`src/rtl/axi_wr_arbiter_if.sv`:
```
// Bundled AW/W request, arbitrated output and W-routing status signals of axi_wr_arbiter.
// The slave modport is the arbiter's view; master is the environment that drives it.
interface axi_wr_arbiter_if #(
  parameter int NumInp   = 4,
  parameter int MaxWTxns = 4,
  parameter int AwWidth  = 64,
  parameter int WWidth   = 72
);
  localparam int IdxW = (NumInp > 1) ? $clog2(NumInp) : 1;
  localparam int CntW = $clog2(MaxWTxns + 1);

  logic [NumInp-1:0]         inp_aw_valid_i;
  logic [NumInp*AwWidth-1:0] inp_aw_i;
  logic [NumInp-1:0]         inp_aw_ready_o;
  logic                      oup_aw_valid_o;
  logic [AwWidth-1:0]        oup_aw_o;
  logic [IdxW-1:0]           oup_aw_idx_o;
  logic                      oup_aw_ready_i;

  logic [NumInp-1:0]         inp_w_valid_i;
  logic [NumInp*WWidth-1:0]  inp_w_i;
  logic [NumInp-1:0]         inp_w_last_i;
  logic [NumInp-1:0]         inp_w_ready_o;
  logic                      oup_w_valid_o;
  logic [WWidth-1:0]         oup_w_o;
  logic                      oup_w_last_o;
  logic                      oup_w_ready_i;

  logic [CntW-1:0]           w_pending_o;

  modport slave (
    input  inp_aw_valid_i, inp_aw_i, oup_aw_ready_i,
    input  inp_w_valid_i, inp_w_i, inp_w_last_i, oup_w_ready_i,
    output inp_aw_ready_o, oup_aw_valid_o, oup_aw_o, oup_aw_idx_o,
    output inp_w_ready_o, oup_w_valid_o, oup_w_o, oup_w_last_o,
    output w_pending_o
  );

  modport master (
    output inp_aw_valid_i, inp_aw_i, oup_aw_ready_i,
    output inp_w_valid_i, inp_w_i, inp_w_last_i, oup_w_ready_i,
    input  inp_aw_ready_o, oup_aw_valid_o, oup_aw_o, oup_aw_idx_o,
    input  inp_w_ready_o, oup_w_valid_o, oup_w_o, oup_w_last_o,
    input  w_pending_o
  );
endinterface

```
`src/rtl/axi_wr_arbiter.sv`:
```
// Round-robin AW arbiter (0-cycle AW path) with an index queue that routes W bursts in AW order.
// W of a granted AW is usable one cycle after its handshake; AW stalls while the index queue is full.
module axi_wr_arbiter #(
  parameter int NumInp   = 4,
  parameter int MaxWTxns = 4,
  parameter int AwWidth  = 64,
  parameter int WWidth   = 72
) (
  input logic           clk_i,
  input logic           rst_i,
  axi_wr_arbiter_if.slave bus
);
  localparam int IdxW = (NumInp > 1) ? $clog2(NumInp) : 1;
  localparam int CntW = $clog2(MaxWTxns + 1);
  localparam int PtrW = (MaxWTxns > 1) ? $clog2(MaxWTxns) : 1;

  logic [IdxW-1:0]    rr_ptr;
  logic               lock_q;
  logic [IdxW-1:0]    lock_idx;
  logic [IdxW-1:0]    search_idx;
  logic [IdxW-1:0]    search_cand;
  logic [IdxW-1:0]    grant;
  logic [IdxW-1:0]    next_rr;
  logic [IdxW-1:0]    idx_q [MaxWTxns];
  logic [PtrW-1:0]    wr_ptr;
  logic [PtrW-1:0]    rd_ptr;
  logic [CntW-1:0]    count;
  logic [IdxW-1:0]    head;
  logic               queue_full;
  logic               queue_empty;
  logic               aw_valid;
  logic               aw_hs;
  logic               w_valid;
  logic               w_last;
  logic               w_pop;
  logic [NumInp-1:0]  aw_ready;
  logic [NumInp-1:0]  w_ready;
  logic [AwWidth-1:0] aw_arr [NumInp];
  logic [WWidth-1:0]  w_arr  [NumInp];

  function automatic logic [PtrW-1:0] ptr_inc(input logic [PtrW-1:0] p);
    return (int'(p) == MaxWTxns - 1) ? '0 : p + 1'b1;
  endfunction

  always_comb begin
    for (int i = 0; i < NumInp; i++) begin
      aw_arr[i] = bus.inp_aw_i[i*AwWidth +: AwWidth];
      w_arr[i]  = bus.inp_w_i[i*WWidth +: WWidth];
    end
  end

  // Walk offsets from high to low so the closest valid at/after rr_ptr wins.
  always_comb begin
    search_idx  = rr_ptr;
    search_cand = rr_ptr;
    for (int i = NumInp - 1; i >= 0; i--) begin
      search_cand = IdxW'((int'(rr_ptr) + i) % NumInp);
      if (bus.inp_aw_valid_i[search_cand]) search_idx = search_cand;
    end
  end

  assign grant       = lock_q ? lock_idx : search_idx;
  assign next_rr     = (int'(grant) == NumInp - 1) ? '0 : grant + 1'b1;
  assign queue_full  = (count == CntW'(MaxWTxns));
  assign queue_empty = (count == '0);
  assign aw_valid    = (|bus.inp_aw_valid_i) & ~queue_full;
  assign aw_hs       = aw_valid & bus.oup_aw_ready_i;

  always_comb begin
    aw_ready        = '0;
    aw_ready[grant] = bus.oup_aw_ready_i & ~queue_full;
  end

  assign head    = idx_q[rd_ptr];
  assign w_valid = ~queue_empty & bus.inp_w_valid_i[head];
  assign w_last  = ~queue_empty & bus.inp_w_last_i[head];
  assign w_pop   = w_valid & w_last & bus.oup_w_ready_i;

  always_comb begin
    w_ready       = '0;
    w_ready[head] = bus.oup_w_ready_i & ~queue_empty;
  end

  assign bus.oup_aw_valid_o = aw_valid;
  assign bus.oup_aw_o       = aw_arr[grant];
  assign bus.oup_aw_idx_o   = grant;
  assign bus.inp_aw_ready_o = aw_ready;
  assign bus.oup_w_valid_o  = w_valid;
  assign bus.oup_w_o        = w_arr[head];
  assign bus.oup_w_last_o   = w_last;
  assign bus.inp_w_ready_o  = w_ready;
  assign bus.w_pending_o    = count;

  // A stalled AW keeps its grant; a full queue leaves the lock untouched.
  always_ff @(posedge clk_i) begin
    if (rst_i) begin
      rr_ptr   <= '0;
      lock_q   <= 1'b0;
      lock_idx <= '0;
      wr_ptr   <= '0;
      rd_ptr   <= '0;
      count    <= '0;
      for (int i = 0; i < MaxWTxns; i++) idx_q[i] <= '0;
    end else begin
      if (aw_hs) begin
        lock_q        <= 1'b0;
        rr_ptr        <= next_rr;
        idx_q[wr_ptr] <= grant;
        wr_ptr        <= ptr_inc(wr_ptr);
      end else if (aw_valid) begin
        lock_q   <= 1'b1;
        lock_idx <= grant;
      end
      if (w_pop) rd_ptr <= ptr_inc(rd_ptr);
      if (aw_hs && !w_pop)      count <= count + 1'b1;
      else if (!aw_hs && w_pop) count <= count - 1'b1;
    end
  end
endmodule

```
`src/flat_wrapper.sv`:
```
// flat-port wrapper written by rule: the top's interface ports become plain ports
module axi_wr_arbiter_flat 
#(
  parameter int NumInp   = 4,
  parameter int MaxWTxns = 4,
  parameter int AwWidth  = 64,
  parameter int WWidth   = 72
)
  (clk_i, rst_i, bus_inp_aw_valid_i, bus_inp_aw_i, bus_oup_aw_ready_i, bus_inp_w_valid_i, bus_inp_w_i, bus_inp_w_last_i, bus_oup_w_ready_i, bus_inp_aw_ready_o, bus_oup_aw_valid_o, bus_oup_aw_o, bus_oup_aw_idx_o, bus_inp_w_ready_o, bus_oup_w_valid_o, bus_oup_w_o, bus_oup_w_last_o, bus_w_pending_o);
  axi_wr_arbiter_if #(.NumInp(NumInp), .MaxWTxns(MaxWTxns), .AwWidth(AwWidth), .WWidth(WWidth)) bus_i ();
  input logic clk_i;
  input logic rst_i;
  input wire logic [$bits(bus_i.inp_aw_valid_i)-1:0] bus_inp_aw_valid_i;
  input wire logic [$bits(bus_i.inp_aw_i)-1:0] bus_inp_aw_i;
  input wire logic [$bits(bus_i.oup_aw_ready_i)-1:0] bus_oup_aw_ready_i;
  input wire logic [$bits(bus_i.inp_w_valid_i)-1:0] bus_inp_w_valid_i;
  input wire logic [$bits(bus_i.inp_w_i)-1:0] bus_inp_w_i;
  input wire logic [$bits(bus_i.inp_w_last_i)-1:0] bus_inp_w_last_i;
  input wire logic [$bits(bus_i.oup_w_ready_i)-1:0] bus_oup_w_ready_i;
  output wire logic [$bits(bus_i.inp_aw_ready_o)-1:0] bus_inp_aw_ready_o;
  output wire logic [$bits(bus_i.oup_aw_valid_o)-1:0] bus_oup_aw_valid_o;
  output wire logic [$bits(bus_i.oup_aw_o)-1:0] bus_oup_aw_o;
  output wire logic [$bits(bus_i.oup_aw_idx_o)-1:0] bus_oup_aw_idx_o;
  output wire logic [$bits(bus_i.inp_w_ready_o)-1:0] bus_inp_w_ready_o;
  output wire logic [$bits(bus_i.oup_w_valid_o)-1:0] bus_oup_w_valid_o;
  output wire logic [$bits(bus_i.oup_w_o)-1:0] bus_oup_w_o;
  output wire logic [$bits(bus_i.oup_w_last_o)-1:0] bus_oup_w_last_o;
  output wire logic [$bits(bus_i.w_pending_o)-1:0] bus_w_pending_o;
  assign bus_i.inp_aw_valid_i = bus_inp_aw_valid_i;
  assign bus_i.inp_aw_i = bus_inp_aw_i;
  assign bus_i.oup_aw_ready_i = bus_oup_aw_ready_i;
  assign bus_i.inp_w_valid_i = bus_inp_w_valid_i;
  assign bus_i.inp_w_i = bus_inp_w_i;
  assign bus_i.inp_w_last_i = bus_inp_w_last_i;
  assign bus_i.oup_w_ready_i = bus_oup_w_ready_i;
  assign bus_inp_aw_ready_o = bus_i.inp_aw_ready_o;
  assign bus_oup_aw_valid_o = bus_i.oup_aw_valid_o;
  assign bus_oup_aw_o = bus_i.oup_aw_o;
  assign bus_oup_aw_idx_o = bus_i.oup_aw_idx_o;
  assign bus_inp_w_ready_o = bus_i.inp_w_ready_o;
  assign bus_oup_w_valid_o = bus_i.oup_w_valid_o;
  assign bus_oup_w_o = bus_i.oup_w_o;
  assign bus_oup_w_last_o = bus_i.oup_w_last_o;
  assign bus_w_pending_o = bus_i.w_pending_o;
  axi_wr_arbiter #(.NumInp(NumInp), .MaxWTxns(MaxWTxns), .AwWidth(AwWidth), .WWidth(WWidth)) u_core (.clk_i(clk_i), .rst_i(rst_i), .bus(bus_i));
endmodule
```
`config.mk`:
```
export PLATFORM = sky130hd
export DESIGN_NAME = axi_wr_arbiter_flat
export DESIGN_NICKNAME = d
export VERILOG_FILES = /design/src/rtl/axi_wr_arbiter_if.sv /design/src/rtl/axi_wr_arbiter.sv /design/src/flat_wrapper.sv
export SDC_FILE = /design/constraint.sdc
export NUM_CORES = 1
export LEC_CHECK = 0
export ABC_AREA = 1
export ABC_CLOCK_PERIOD_IN_PS = 2200
export CAP_MARGIN = 20
export CELL_PAD_IN_SITES_DETAIL_PLACEMENT = 1
export CELL_PAD_IN_SITES_GLOBAL_PLACEMENT = 1
export CORE_AREA = 4 4 274 276
export DETAILED_ROUTE_END_ITERATION = 6
export DIE_AREA = 0 0 278 280
export PLACE_DENSITY = 0.59
export SLEW_MARGIN = 0
export SYNTH_ARGS = -nofsm -noshare
export SYNTH_HDL_FRONTEND = slang
export SYNTH_SLANG_ARGS = --single-unit
```
`constraint.sdc`:
```
create_clock -name clk_i -period 2.2 [get_ports clk_i]
set_input_delay 0.44 -clock clk_i [delete_from_list [all_inputs] [get_ports clk_i]]
set_output_delay 0.44 -clock clk_i [all_outputs]
set_load 0.03 [all_outputs]
```
==> reports/qor.txt <==
Status -> finished, violations left
Failing checks -> setup timing
Finish-stage setup viols -> 149
Cts hold-fix bufs -> 0
Critical path endpoint category -> output port
Global-route usage over all layers -> 0.1942
Pin slew with the least headroom to its limit -> 374.1 ps
Average wire per cell in the routed design -> 26.16 µm
Die Outline Area -> 0.07784 mm²
Period utilization -> 1.316
HPWL Detailed -> 64.08 mm
Top cell by count, worst path -> sky130_fd_sc_hd__nand2_2
Most used standard cell by instance count after synthesis -> sky130_fd_sc_hd__nand3_1
Maximum number of pins on one net before global-route repair -> 50
Power per cell area -> 1846 mW/mm²
Final Cell Area -> 0.02274 mm²
Sinks on Clock Net -> 22
Horizontal die dimension -> 278 µm
Syn Area/Cell -> 5.097 µm²
First-pass GRT wire length -> 110.3 mm
Hold violation total from the final report -> 0
DRC marker count from the first detailed-route iteration -> 423
Critical path arrival -> 2460 ps
Classification of the worst-slack hold path -> register to register
Post-synthesis cell count -> 1325
Maximum net fanout on the critical path -> 7
Root cell of the clock tree -> sky130_fd_sc_hd__clkbuf_16
Fin nets -> 2767
Leading area contributor after synthesis -> sky130_fd_sc_hd__nand3_1
Most instantiated cells after synthesis -> sky130_fd_sc_hd__nand3_1, sky130_fd_sc_hd__inv_1, sky130_fd_sc_hd__nand2_1
Setup slack of the critical path after layout -> -695.2 ps
Worst-case headroom to the max-slew limit -> 0.7506
Aggregate negative setup slack -> -72210 ps
Combined area of all synthesized cells -> 0.006754 mm²
Clk pin slew, worst setup/hold paths -> 60 ps
CP Cell Sequence -> buf_6 > nand2_2 > o21ai_2 > nand2_1 > nand2_1 > nand2_1 > nand2_2 > nand2_2 > nand2_2 > nand3_4 > buf_12 > buf_16 > buf_12 > buf_12 > nand3_2 > nand3_2 > nand2_2 > buf_6
Portion of synthesized cell area occupied by the leading cell type -> 0.4076
Via/cell ratio -> 4.160
Number of vias in the routed layout -> 13.18k
Clock latency reported for the late side of the worst-skew pair -> 260 ps
Setup repair after global routing missed its margin -> yes
Count of nets left with antenna violations after detail routing -> 0
Row cnt -> 99
Remaining Overflow, GRT -> 0
Critical Path Start Type -> register
Most used flip-flop cell after synthesis -> sky130_fd_sc_hd__dfxtp_1
Effective utilization at floorplan -> 0.09305
Number of global-route vias before repair -> 14.74k
Peak ir drop on the vdd network -> 0.9976 mV
Number of buffers inserted during clock tree synthesis -> 3
Layout overhead on the synthesized area -> 236.6%
Placement Cell Area -> 0.01693 mm²
DRC viols -> 0
FF+latch count, synth -> 22
Initial DRT Pass Iterations -> 6
Share of the yosys chip area belonging to registers -> 0.07707
CP Class -> register to output port
Longest Clk Path Bufs -> 2
Yosys Warn Count -> 0
Maxcap violations -> 0
Routed wire length -> 82.88 mm
Initial antenna violation count -> 27
RD Place Congestion -> 0.9331
Top-level port count -> 712
H-tree depth reported by CTS -> 1
Post-synthesis net count -> 1893
Total power of the final layout -> 0.04196 W
Number of pins exceeding their max-slew limit in the final report -> 0
Worst path max stage delay -> 420 ps
Clock tree skew after final layout -> 4.465 ps
Critical path required time -> 1760 ps
Die outline height -> 280 µm
Number of fill cells in the layout -> 8358
Slowest CP cell -> sky130_fd_sc_hd__dfxtp_4
Leakage power figure -> 10.16 nW
Largest cells by area after synthesis -> sky130_fd_sc_hd__nand3_1, sky130_fd_sc_hd__inv_1, sky130_fd_sc_hd__nand2_1
Max Clock Freq -> 345.4 MHz
Input/output buffers -> 711
Share of flip-flops with an asynchronous set or reset -> 0
Hold slack final -> 520.3 ps
Unique cell type count in the Yosys netlist -> 28
Share of post-route cells with drive strength above 1 -> 0.4550
CTS tree -> yes
Min Clock Period, post-route -> 2895 ps
Count of flip-flops with a built-in enable after synthesis -> 8
Floorplan Core Area -> 0.07259 mm²
==> cells in the final DEF, fill, tap and decap left out, drive strengths merged, types with 2 or more instances in the layout <==
cell	synthesis	final
diode	0	11
ha	7	7
or2	4	4
nand2	195	197
dlygate4sd2	0	3
edfxtp	8	8
clkdlybuf4s50	0	558
a21oi	7	7
bufbuf	0	2
inv	299	296
clkbuf	55	16
buf	53	398
nor3	3	3
nand3b	3	3
a22oi	72	72
o21ai	13	13
dfxtp	14	14
nor2	32	32
nand4	3	3
clkinv	1	4
nand3	552	552
==> routing by layer <==
| layer | wire length [µm] | track usage | vias to the layer above |
|---|---|---|---|
| li1 | - | - | 6122 |
| met1 | 27150 | 0.1868 | 6357 |
| met2 | 47250 | 0.4074 | 572 |
| met3 | 5105 | 0.04385 | 113 |
| met4 | 3269 | 0.05199 | 16 |
| met5 | 116 | 0 | - |
==> worst max-delay path: cells and delay by family (launching register included) <==
family | cells | cell delay (ps)
buf+inv | 6 | 880
flops | 1 | 420
compound gates | 1 | 60
simple gates | 11 | 810
==> state kept, by name, indices dropped and copies added, names as in the netlist, named ones only <==
name / flops
u_core.lock_q: 1
u_core.lock_idx: 2
u_core.wr_ptr: 2
u_core.rr_ptr: 2
u_core.rd_ptr: 2
u_core.idx_q: 8
u_core.bus.w_pending_o: 3
==> cell type report <==
class,count,area (µm²),area share
flip-flops and latches,22,533.0,0.02344
well taps,959,1200,0.05277
clock buffers,3,75.07,0.003302
diodes,11,27.53,0.001211
multi-input cells,897,7700,0.3387
repair buffers,975,11980,0.5269
inverters,300,1219,0.05360
clock inverters,1,3.754,0.0001651
==> report_power, final <==
group / leakage, nW / internal [W] / switching, W
sequential: 0.201 / 0.000541 / 0.000112
combinational: 9.92 / 0.0195 / 0.0214
clock: 0.0386 / 0.000243 / 0.000148
==> repair_timing <==
action / CTS / global route
endpoints found under the setup margin: 166 / 166
pin swaps: 166 / 174
buffers inserted: 60 / 25
gates resized for setup: 611 / 313
cloned: 33 / 15
==> logic make-up (layout without fill, tap and decap cells) <==
| group | Yosys count | in the layout | share of synthesized area |
|---|---|---|---|
| AO/OA/AOI/OAI | 94 | 94 | 0.09670 |
| flip-flops | 22 | 22 | 0.07707 |
| buffers and inverters | 408 | 1279 | 0.2592 |
| AND/OR/NAND/NOR | 793 | 795 | 0.5511 |
| other | 0 | 11 | 0 |
| adder cells (fa/ha/maj) | 8 | 8 | 0.01593 |
==> path summary, 6_finish.rpt <==
| check | startpoint | to | slack [ps] | depth (start not counted) |
|---|---|---|---|---|
| worst max-delay path | u_core.rr_ptr[0] | bus_oup_aw_o[24] | -700 | 18 |
| worst min-delay path | u_core.rd_ptr[0] | register | 520 | 2 |
| worst max register to register | register | u_core.bus.w_pending_o[1] | -380 | 16 |
| worst min register to register | u_core.rd_ptr[0] | register | 520 | 2 |
==> per-stage QoR <==
stage,setup WS (ps),instances,util
3_3_place_gp,-1130,3042,0.2333
2_1_floorplan,-37.96,1325,-
3_5_place_dp,-1145,3042,0.2333
5_1_grt,-820.0,3163,0.3131
6_report,-695.2,3168,0.3132
4_1_cts,-669.1,3136,0.2903
(Power assumes the default switching activity.)
